File: config.mk
export PLATFORM = sky130hd
export DESIGN_NAME = flash_write_engine_flat
export DESIGN_NICKNAME = d
export VERILOG_FILES = /design/src/rtl/flash_write_engine_pkg.sv /design/src/rtl/flash_write_engine_if.sv /design/src/rtl/flash_write_engine_sync.sv /design/src/rtl/flash_write_engine.sv /design/src/flat_wrapper.sv
export SDC_FILE = /design/constraint.sdc
export NUM_CORES = 1
export LEC_CHECK = 0
export ABC_AREA = 1
export CORE_MARGIN = 2
export CORE_UTILIZATION = 30
export DETAILED_ROUTE_END_ITERATION = 10
export PLACE_DENSITY_LB_ADDON = 0.15
export SLEW_MARGIN = 20
export SYNTH_ARGS = -nofsm -noshare
export SYNTH_HDL_FRONTEND = slang
export SYNTH_SLANG_ARGS = --single-unit
File: constraint.sdc
create_clock -name clk -period 3.1 [get_ports clk]
set_input_delay 0.62 -clock clk [delete_from_list [all_inputs] [get_ports clk]]
set_output_delay 0.62 -clock clk [all_outputs]
set_load 0.05 [all_outputs]
File: src/rtl/flash_write_engine_pkg.sv
// Shared types and constants for the flash write engine.
// Holds FSM state codes, operation types, fill pattern and byte merge.
package flash_pkg;

  localparam int PAGE_WORDS = 32;

  localparam logic WRITE_TYPE_PROGRAM = 1'b0;
  localparam logic WRITE_TYPE_ERASE   = 1'b1;

  localparam logic [63:0] ERASE_FILL = 64'hFFFF_FFFF_FFFF_FFFF;

  typedef logic [2:0] state_t;

  localparam state_t ST_IDLE     = 3'd0;
  localparam state_t ST_ARMED    = 3'd1;
  localparam state_t ST_ERASE_WR = 3'd2;
  localparam state_t ST_PRG_BUF  = 3'd3;
  localparam state_t ST_PRG_RD   = 3'd4;
  localparam state_t ST_PRG_WR   = 3'd5;
  localparam state_t ST_NEXT     = 3'd6;
  localparam state_t ST_DONE     = 3'd7;

  // Programming can only clear bits: unwritten bytes keep old data.
  function automatic logic [63:0] merge_word(
    input logic [63:0] old_w,
    input logic [63:0] new_w,
    input logic [7:0]  flags
  );
    logic [63:0] r;
    r = '0;
    for (int b = 0; b < 8; b++) begin
      r[8*b +: 8] = old_w[8*b +: 8]
                  & (flags[b] ? new_w[8*b +: 8] : 8'hFF);
    end
    return r;
  endfunction

endpackage

File: src/rtl/flash_write_engine_if.sv
// SDRAM read/write request bundle between engine and controller.
// master = engine (drives requests), slave = SDRAM controller.
interface flash_write_engine_if #(
  parameter int ADDR_W = 22
);
  logic              ram_rd_req;
  logic [ADDR_W-1:0] ram_rd_addr;
  logic [63:0]       ram_rd_data;
  logic              ram_rd_valid;
  logic              ram_wr_req;
  logic [ADDR_W-1:0] ram_wr_addr;
  logic [63:0]       ram_wr_data;
  logic [7:0]        ram_wr_mask;
  logic              ram_wr_ack;

  modport master (
    output ram_rd_req, ram_rd_addr,
    input  ram_rd_data, ram_rd_valid,
    output ram_wr_req, ram_wr_addr,
    output ram_wr_data, ram_wr_mask,
    input  ram_wr_ack
  );

  modport slave (
    input  ram_rd_req, ram_rd_addr,
    output ram_rd_data, ram_rd_valid,
    input  ram_wr_req, ram_wr_addr,
    input  ram_wr_data, ram_wr_mask,
    output ram_wr_ack
  );
endinterface

File: src/rtl/flash_write_engine_sync.sv
// Single-bit synchroniser: STAGES flip-flops, cleared on reset.
// Ports: clk, reset, d (async in), q (synchronised out).
module cdc_sync_bit #(
  parameter int STAGES = 2
) (
  input  logic clk,
  input  logic reset,
  input  logic d,
  output logic q
);
  logic [STAGES-1:0] chain;

  always_ff @(posedge clk) begin
    if (reset) chain <= '0;
    else       chain <= (chain << 1) | STAGES'(d);
  end

  assign q = chain[STAGES-1];
endmodule

File: src/rtl/flash_write_engine.sv
// Executes flash erase / page-program ops as SDRAM writes.
// Ports: command in, page buffer read port, SDRAM bus (ram), write_done.
module flash_write_engine #(
  parameter int ADDR_W      = 22,
  parameter int PAGE_WORDS  = flash_pkg::PAGE_WORDS,
  parameter int SYNC_STAGES = 2
) (
  input  logic              clk,
  input  logic              reset,
  input  logic              spi_active,
  input  logic              write_cmd,
  input  logic              write_type,
  input  logic [ADDR_W-1:0] write_addr,
  input  logic [12:0]       write_len,
  output logic              write_done,
  output logic [4:0]        buf_rd_addr,
  input  logic [63:0]       buf_rd_data,
  input  logic [7:0]        buf_rd_valid,
  output logic              buf_clear,
  flash_write_engine_if.master ram
);
  import flash_pkg::*;

  logic cmd_s, act_s, cmd_q, act_q;
  logic cmd_rise, cs_rise;

  state_t            state;
  logic              op_type;
  logic [ADDR_W-1:0] base;
  logic [12:0]       len;
  logic [12:0]       idx;
  logic              ph;
  logic [63:0]       new_w, old_w;
  logic [7:0]        flags;

  logic [ADDR_W-1:0] erase_addr, page_addr;

  cdc_sync_bit #(.STAGES(SYNC_STAGES)) u_sync_cmd (
    .clk(clk), .reset(reset), .d(write_cmd), .q(cmd_s)
  );

  cdc_sync_bit #(.STAGES(SYNC_STAGES)) u_sync_act (
    .clk(clk), .reset(reset), .d(spi_active), .q(act_s)
  );

  assign cmd_rise = cmd_s & ~cmd_q;
  // chip-select deasserting ends the SPI transaction
  assign cs_rise  = act_q & ~act_s;

  always_ff @(posedge clk) begin
    if (reset) begin
      cmd_q      <= 1'b0;
      act_q      <= 1'b0;
      state      <= ST_IDLE;
      op_type    <= WRITE_TYPE_PROGRAM;
      base       <= '0;
      len        <= '0;
      idx        <= '0;
      ph         <= 1'b0;
      new_w      <= '0;
      old_w      <= '0;
      flags      <= '0;
      write_done <= 1'b0;
    end else begin
      cmd_q <= cmd_s;
      act_q <= act_s;
      case (state)
        ST_IDLE: begin
          if (cmd_rise) begin
            op_type    <= write_type;
            base       <= write_addr;
            len        <= write_len;
            idx        <= '0;
            write_done <= 1'b0;
            state      <= ST_ARMED;
          end
        end
        ST_ARMED: begin
          if (cs_rise) begin
            idx   <= '0;
            ph    <= 1'b0;
            state <= (op_type == WRITE_TYPE_ERASE)
                   ? ST_ERASE_WR : ST_PRG_BUF;
          end else if (!cmd_s) begin
            state <= ST_IDLE;
          end
        end
        ST_ERASE_WR: begin
          if (ram.ram_wr_ack) begin
            if (idx == len) state <= ST_DONE;
            else            idx   <= idx + 13'd1;
          end
        end
        ST_PRG_BUF: begin
          // ph=0: address presented; ph=1: read data valid
          if (!ph) begin
            ph <= 1'b1;
          end else begin
            ph <= 1'b0;
            if (buf_rd_valid == 8'h00) begin
              state <= ST_NEXT;
            end else begin
              new_w <= buf_rd_data;
              flags <= buf_rd_valid;
              state <= ST_PRG_RD;
            end
          end
        end
        ST_PRG_RD: begin
          if (ram.ram_rd_valid) begin
            old_w <= ram.ram_rd_data;
            state <= ST_PRG_WR;
          end
        end
        ST_PRG_WR: begin
          if (ram.ram_wr_ack) state <= ST_NEXT;
        end
        ST_NEXT: begin
          if (idx == 13'(PAGE_WORDS - 1)) begin
            state <= ST_DONE;
          end else begin
            idx   <= idx + 13'd1;
            state <= ST_PRG_BUF;
          end
        end
        ST_DONE: begin
          write_done <= 1'b1;
          state      <= ST_IDLE;
        end
        default: state <= ST_IDLE;
      endcase
    end
  end

  assign erase_addr = base + ADDR_W'(idx);
  assign page_addr  = {base[ADDR_W-1:5], idx[4:0]};

  assign buf_rd_addr = idx[4:0];
  assign buf_clear   = (state == ST_DONE)
                     & (op_type == WRITE_TYPE_PROGRAM);

  always_comb begin
    ram.ram_rd_req  = 1'b0;
    ram.ram_rd_addr = '0;
    ram.ram_wr_req  = 1'b0;
    ram.ram_wr_addr = '0;
    ram.ram_wr_data = '0;
    ram.ram_wr_mask = '0;
    unique case (1'b1)
      (state == ST_ERASE_WR): begin
        ram.ram_wr_req  = 1'b1;
        ram.ram_wr_addr = erase_addr;
        ram.ram_wr_data = ERASE_FILL;
        ram.ram_wr_mask = 8'hFF;
      end
      (state == ST_PRG_RD): begin
        ram.ram_rd_req  = 1'b1;
        ram.ram_rd_addr = page_addr;
      end
      (state == ST_PRG_WR): begin
        ram.ram_wr_req  = 1'b1;
        ram.ram_wr_addr = page_addr;
        ram.ram_wr_data = merge_word(old_w, new_w, flags);
        ram.ram_wr_mask = flags;
      end
      default: ;
    endcase
  end

endmodule

File: src/flat_wrapper.sv
// flat-port wrapper written by rule: the top's interface ports become plain ports
module flash_write_engine_flat import flash_pkg::*;
#(
  parameter int ADDR_W      = 22,
  parameter int PAGE_WORDS  = flash_pkg::PAGE_WORDS,
  parameter int SYNC_STAGES = 2
)
  (clk, reset, spi_active, write_cmd, write_type, write_addr, write_len, write_done, buf_rd_addr, buf_rd_data, buf_rd_valid, buf_clear, ram_ram_rd_req, ram_ram_rd_addr, ram_ram_rd_data, ram_ram_rd_valid, ram_ram_wr_req, ram_ram_wr_addr, ram_ram_wr_data, ram_ram_wr_mask, ram_ram_wr_ack);
  flash_write_engine_if #(.ADDR_W(ADDR_W)) ram_i ();
  input  logic clk;
  input  logic reset;
  input  logic spi_active;
  input  logic write_cmd;
  input  logic write_type;
  input  logic [ADDR_W-1:0] write_addr;
  input  logic [12:0] write_len;
  output logic write_done;
  output logic [4:0] buf_rd_addr;
  input  logic [63:0] buf_rd_data;
  input  logic [7:0] buf_rd_valid;
  output logic buf_clear;
  output wire logic [$bits(ram_i.ram_rd_req)-1:0] ram_ram_rd_req;
  output wire logic [$bits(ram_i.ram_rd_addr)-1:0] ram_ram_rd_addr;
  input wire logic [$bits(ram_i.ram_rd_data)-1:0] ram_ram_rd_data;
  input wire logic [$bits(ram_i.ram_rd_valid)-1:0] ram_ram_rd_valid;
  output wire logic [$bits(ram_i.ram_wr_req)-1:0] ram_ram_wr_req;
  output wire logic [$bits(ram_i.ram_wr_addr)-1:0] ram_ram_wr_addr;
  output wire logic [$bits(ram_i.ram_wr_data)-1:0] ram_ram_wr_data;
  output wire logic [$bits(ram_i.ram_wr_mask)-1:0] ram_ram_wr_mask;
  input wire logic [$bits(ram_i.ram_wr_ack)-1:0] ram_ram_wr_ack;
  assign ram_ram_rd_req = ram_i.ram_rd_req;
  assign ram_ram_rd_addr = ram_i.ram_rd_addr;
  assign ram_i.ram_rd_data = ram_ram_rd_data;
  assign ram_i.ram_rd_valid = ram_ram_rd_valid;
  assign ram_ram_wr_req = ram_i.ram_wr_req;
  assign ram_ram_wr_addr = ram_i.ram_wr_addr;
  assign ram_ram_wr_data = ram_i.ram_wr_data;
  assign ram_ram_wr_mask = ram_i.ram_wr_mask;
  assign ram_i.ram_wr_ack = ram_ram_wr_ack;
  flash_write_engine #(.ADDR_W(ADDR_W), .PAGE_WORDS(PAGE_WORDS), .SYNC_STAGES(SYNC_STAGES)) u_core (.clk(clk), .reset(reset), .spi_active(spi_active), .write_cmd(write_cmd), .write_type(write_type), .write_addr(write_addr), .write_len(write_len), .write_done(write_done), .buf_rd_addr(buf_rd_addr), .buf_rd_data(buf_rd_data), .buf_rd_valid(buf_rd_valid), .buf_clear(buf_clear), .ram(ram_i));
endmodule
After elaboration in Yosys (flattened, before gate mapping):

Cells that the tools add are included.

* bits in registers: 196
* input bits: 178
* logic and storage cells: 102

* mux-type cells: 37
* $add $sub $neg: 2
* bitwise gates (word level): 17
* equality and inequality tests: 19
* reduce and logical (&&, ||, !) cells: 13

Operators with widths (number)
* case mux 64 bit (2 select lines): 1
* two-way mux 13 bit: 5
* AND 8 bit: 8
* two-way mux 8 bit: 8
* case mux 13 bit (4 select lines): 1
* case mux 22 bit (2 select lines): 1
* two-way mux 3 bit: 9
* case mux 3 bit (8 select lines): 1
* adder 22 x 13 -> 22 bit: 1
* two-way mux 22 bit: 1
* case mux 8 bit (2 select lines): 1
* adder 13 x 1 -> 13 bit, second input constant: 1
* equality test 13 bit: 1
* equality test 13 x 5 -> 1 bit, second input constant: 1
* equality test 3 bit, second input constant: 4
* != test 2 bit, second input constant: 5
* zero test 8 bit: 1
* != test 2 x 1 -> 1 bit, second input constant: 4
* AND reduction 2 bit: 4
* AND reduction 7 bit: 1
* equality test 3 x 2 -> 1 bit, second input constant: 2
* two-way mux 1 bit: 6
* AND reduction 6 bit: 1
* NOT 1 bit: 4
* other kinds (11): 16

Longest topological paths before layout:

* word-level depth: 4
* depth in mapped cells: 14
* mapped depth without buffers: 12

By module:

A second synthesis with hierarchy kept.

* cell total of the unflattened synthesis: 1501
* area, all modules: 10023.4 µm²

By module, submodules not included
* flash_write_engine: area an instance 9913.3 µm², cells each 1489, times used 1, sequential area each 3843.7 µm²
* cdc_sync_bit: area an instance 55.1 µm², cells each 6, times used 2, sequential area each 40.0 µm²

Least setup slack after synthesis:

Ideal clock, no wire load.

* path type: register to output
* start point: register u_core.idx[0]
* end point: output port ram_ram_wr_addr[12]
* stages on the path, launching flop included: 9
* data required time: 2.480 ns
* buffers on the path: 0
* data arrival time: 2.617 ns
* setup slack: -0.137 ns
* cells stage by stage: dfxtp_1 ha_1 inv_1 fa_1 o21ai_0 nand2_1 nor2_1 nor3_1 o21ai_0

* cells in the longest elaborated chain, start to end: 2

Ends and longest elaborated chain
* start: declaration: RTL line flash_write_engine.sv:31 `logic [12:0] idx;`
* start signal: assignment: RTL line flash_write_engine.sv:91 `else idx <= idx + 13'd1;`
* start signal: assignment: RTL line flash_write_engine.sv:122 `idx <= idx + 13'd1;`
* adder 22 x 13 -> 22 bit: RTL line flash_write_engine.sv:135 `assign erase_addr = base + ADDR_W'(idx);`
* case mux 22 bit (2 select lines): RTL line flash_write_engine.sv:149 `unique case (1'b1)`
* end: declaration: RTL line flat_wrapper.sv:27 `output wire logic [$bits(ram_i.ram_wr_addr)-1:0] ram_ram_wr_addr;`

Every way passes these cells.

Final worst setup path:

* start point: register u_core.base[8]
* end point: output port ram_ram_wr_addr[21]

* cells in the longest elaborated chain, start to end: 2

Ends and longest elaborated chain
* start: declaration: RTL line flash_write_engine.sv:29 `logic [ADDR_W-1:0] base;`
* start signal: assignment: RTL line flash_write_engine.sv:71 `base <= write_addr;`
* adder 22 x 13 -> 22 bit: RTL line flash_write_engine.sv:135
* case mux 22 bit (2 select lines): RTL line flash_write_engine.sv:149

Every way passes these cells.

==> impl_metrics.json <==
{
  "dieHeight_um": 184,
  "ys_seq_area_share_pct": 40.2,
  "cts.sinks": 196,
  "clk-insertion-delay-late_ns": 0.45,
  "ys_seq_elements": 196,
  "setup_viol": 0,
  "syn-num-nets": 1616,
  "cp_slowest_cell": "ha_1",
  "p_per_area_mw_per_mm2": 792,
  "ys_types": 38,
  "die_area_mm2": 0.0340,
  "synth_edf_count": 0,
  "ios": 303,
  "grt_max_degree": 78,
  "run_status": "complete, no violations",
  "grt_pass1_wl_mm": 57.6,
  "p_leak_uw": 0.00544,
  "syn_area_per_cell_um2": 6.87,
  "initial_utilization_pct": 30.3,
  "maxCapViolations": 0,
  "grt.total_usage_pct": 21.6,
  "synthTopCellsByArea": "dfxtp_1, o21ai_0, nor2_1",
  "htreeDepth": 4,
  "dr_total_vias": 10500,
  "synth_top_flop_cell": "dfxtp_1",
  "clockBufferDepth": 2,
  "synth_top_area_share_pct": 40.2,
  "final_util_pct": 46.7,
  "final-seq-area_mm2": 0.00394,
  "multiInputGateArea_mm2": 0.00515,
  "cts_root_buffer": "clkbuf_16",
  "crit_type": "register to output pin",
  "dp_hpwl_mm": 25.8,
  "via_per_inst": 4.90,
  "vdd_drop_max_mv": 0.503,
  "async_reset_ff_share_pct": 0,
  "tns_ns": 0,
  "routabilityCongestion": 0.843,
  "reg2reg_setup_slack_ns": 0.93,
  "crit_chain": "ha_1, a21oi_1, o21ai_0, a21oi_1, nand2_2, nand3_1, nand2_1, o21ai_2, buf_12",
  "syn_inst": 1423,
  "synth_area_mm2": 0.00977,
  "required_ns": 2.48,
  "first_global_vias": 10400,
  "worst-path-max-fanout": 5,
  "holdCritPathClass": "register to register",
  "post_drt_wl_per_cell_um": 17.4,
  "layout_worst_path_cycle_share_pct": 96.6,
  "drt_iter0_markers": 590,
  "synth_top_area_cell": "dfxtp_1",
  "wirelength_mm": 37.3,
  "clk_pin_slew_ns": 0.08,
  "layout_commonest_cell": "o21ai_0",
  "cts_buffers": 17,
  "critPathLaunchType": "register",
  "layout.nets": 1876,
  "cts_tree": "yes",
  "core_mm2": 0.0323,
  "slew_headroom_pct": 33.7,
  "numPortBuffers": 302,
  "place_inst": 2102,
  "fillers": 3166,
  "instances_no_fill": 2139,
  "end_kind": "output pin",
  "drtPass1Iterations": 5,
  "drc": 0,
  "min_period_ns": 2.99,
  "rows": 66,
  "slew_violations": 0,
  "antenna_found_initial": 1,
  "max_freq_ghz": 0.334,
  "ant_nets": 0,
  "drive_gt1_share_pct": 16.0,
  "yosysWarningCount": 0,
  "area_delta_synth_final_pct": 54.2,
  "tightest_slew_ns": 0.995,
  "hold_viol": 0,
  "final_cell_mix": "o21ai_0, nor2_1, nand2_1",
  "overflow": 0,
  "crit_top_cell": "a21oi_1",
  "fin_worst_skew_ns": 0.0184,
  "die_w_um": 184,
  "cts_hold_buf": 0,
  "slowest_delay_ns": 0.35,
  "crit_arrival_ns": 2.37
}
[cells by family (layout without fill, tap and decap cells)]
kind of cell,Yosys count,count (layout),share of synthesized area (%)
buf+inv,183,456,9.00
compound gates,436,436,22.7
fa+ha+maj,15,15,2.00
other cells,0,1,0
xor+xnor,5,5,0.448
flops,196,196,40.2
simple gates,588,588,25.7
[timing repair]
item / in CTS / in global routing
endpoints found under the setup margin: 13 / 59
pin swaps: 3 / 15
setup buffers: 0 / 4
gates resized for setup: 12 / 47
[area by class of cell]
type,instances,area share [%]
timing repair buffer,338,29.7
sequential,196,26.1
inverter,86,2.20
clock buffer,18,2.85
multi-input combinational,1044,34.2
antenna,1,0.0166
tap,442,3.67
clock inverter,14,1.21
[power breakdown]
| part | switching, µW | leakage, µW | internal [µW] |
|---|---|---|---|
| combinational | 4000 | 0.00356 | 2670 |
| clock | 1190 | 0.000293 | 1100 |
| sequential | 218 | 0.00159 | 2750 |
| total | 5410 | 0.00544 | 6520 |
[synth_stat cells (2+ instances only)]
master	number
nand2_1	204
buf_4	11
dfxtp_1	196
o22ai_1	7
inv_2	6
xnor2_1	3
a21oi_2	4
nand3_1	107
buf_2	13
inv_1	77
nand3_2	4
nor2_1	233
nor2_2	4
nor2_8	2
nand2_2	6
o21bai_1	2
buf_6	17
clkbuf_1	54
a21oi_1	141
ha_1	14
o21ai_0	278
nor3_1	13
o21ai_1	2
nand4_1	7
buf_1	2
xor2_1	2
inv_4	3
[state kept, by name (all words and copies together), names as in the netlist, 2 cells and up]
signal,cells
u_core.u_sync_act.chain,2
u_core.u_sync_cmd.chain,2
u_core.new_w,64
u_core.base,22
u_core.old_w,64
u_core.len,13
u_core.state,3
u_core.flags,8
u_core.idx,13
[layer usage]
metal / global-route usage [%] / part of all wire (%) / vias up
met2: 35.7 / 48 / 323
met1: 27.3 / 43 / 4857
met4: 5.92 / 1.7 / 0
met3: 6.68 / 7.9 / 38
li1: - / - / 5260
met5: 0 / 0 / -
[worst max-delay path: cells and delay by family (launching register included)]
| family | cells | cell delay, ns |
|---|---|---|
| AOI/OAI and AO/OA | 4 | 0.83 |
| buffers and inverters | 1 | 0.16 |
| and+or+nand+nor | 3 | 0.25 |
| DFF | 1 | 0.34 |
| adders and majority gates | 1 | 0.35 |
[worst paths after layout]
path | from | end | cells after the start
setup reg to reg | u_core.state[0]$_SDFFE_PP0P_ | u_core.old_w[47]$_SDFFE_PP0P_ | 7
setup / recovery | u_core.base[8]$_SDFFE_PP0P_ | ram_ram_wr_addr[21] | 9
hold reg to reg | u_core.u_sync_act.chain[0]$_SDFF_PP0_ | u_core.u_sync_act.chain[1]$_SDFF_PP0_ | 2
hold / removal | u_core.u_sync_act.chain[0]$_SDFF_PP0_ | u_core.u_sync_act.chain[1]$_SDFF_PP0_ | 2
[through the flow]
step	area [µm²]	hold slack [ns]	power [µW]	setup slack, ns
3_3_place_gp	14200	0.402	9630	0.246
4_1_cts	14900	0.416	12000	0.000735
5_1_grt	15100	0.436	12500	-0.0173
6_report	15100	0.412	11900	0.106
3_5_place_dp	14200	0.404	9630	0.242
2_1_floorplan	9770	0.388	6640	0.140
(Power assumes the default switching activity.)
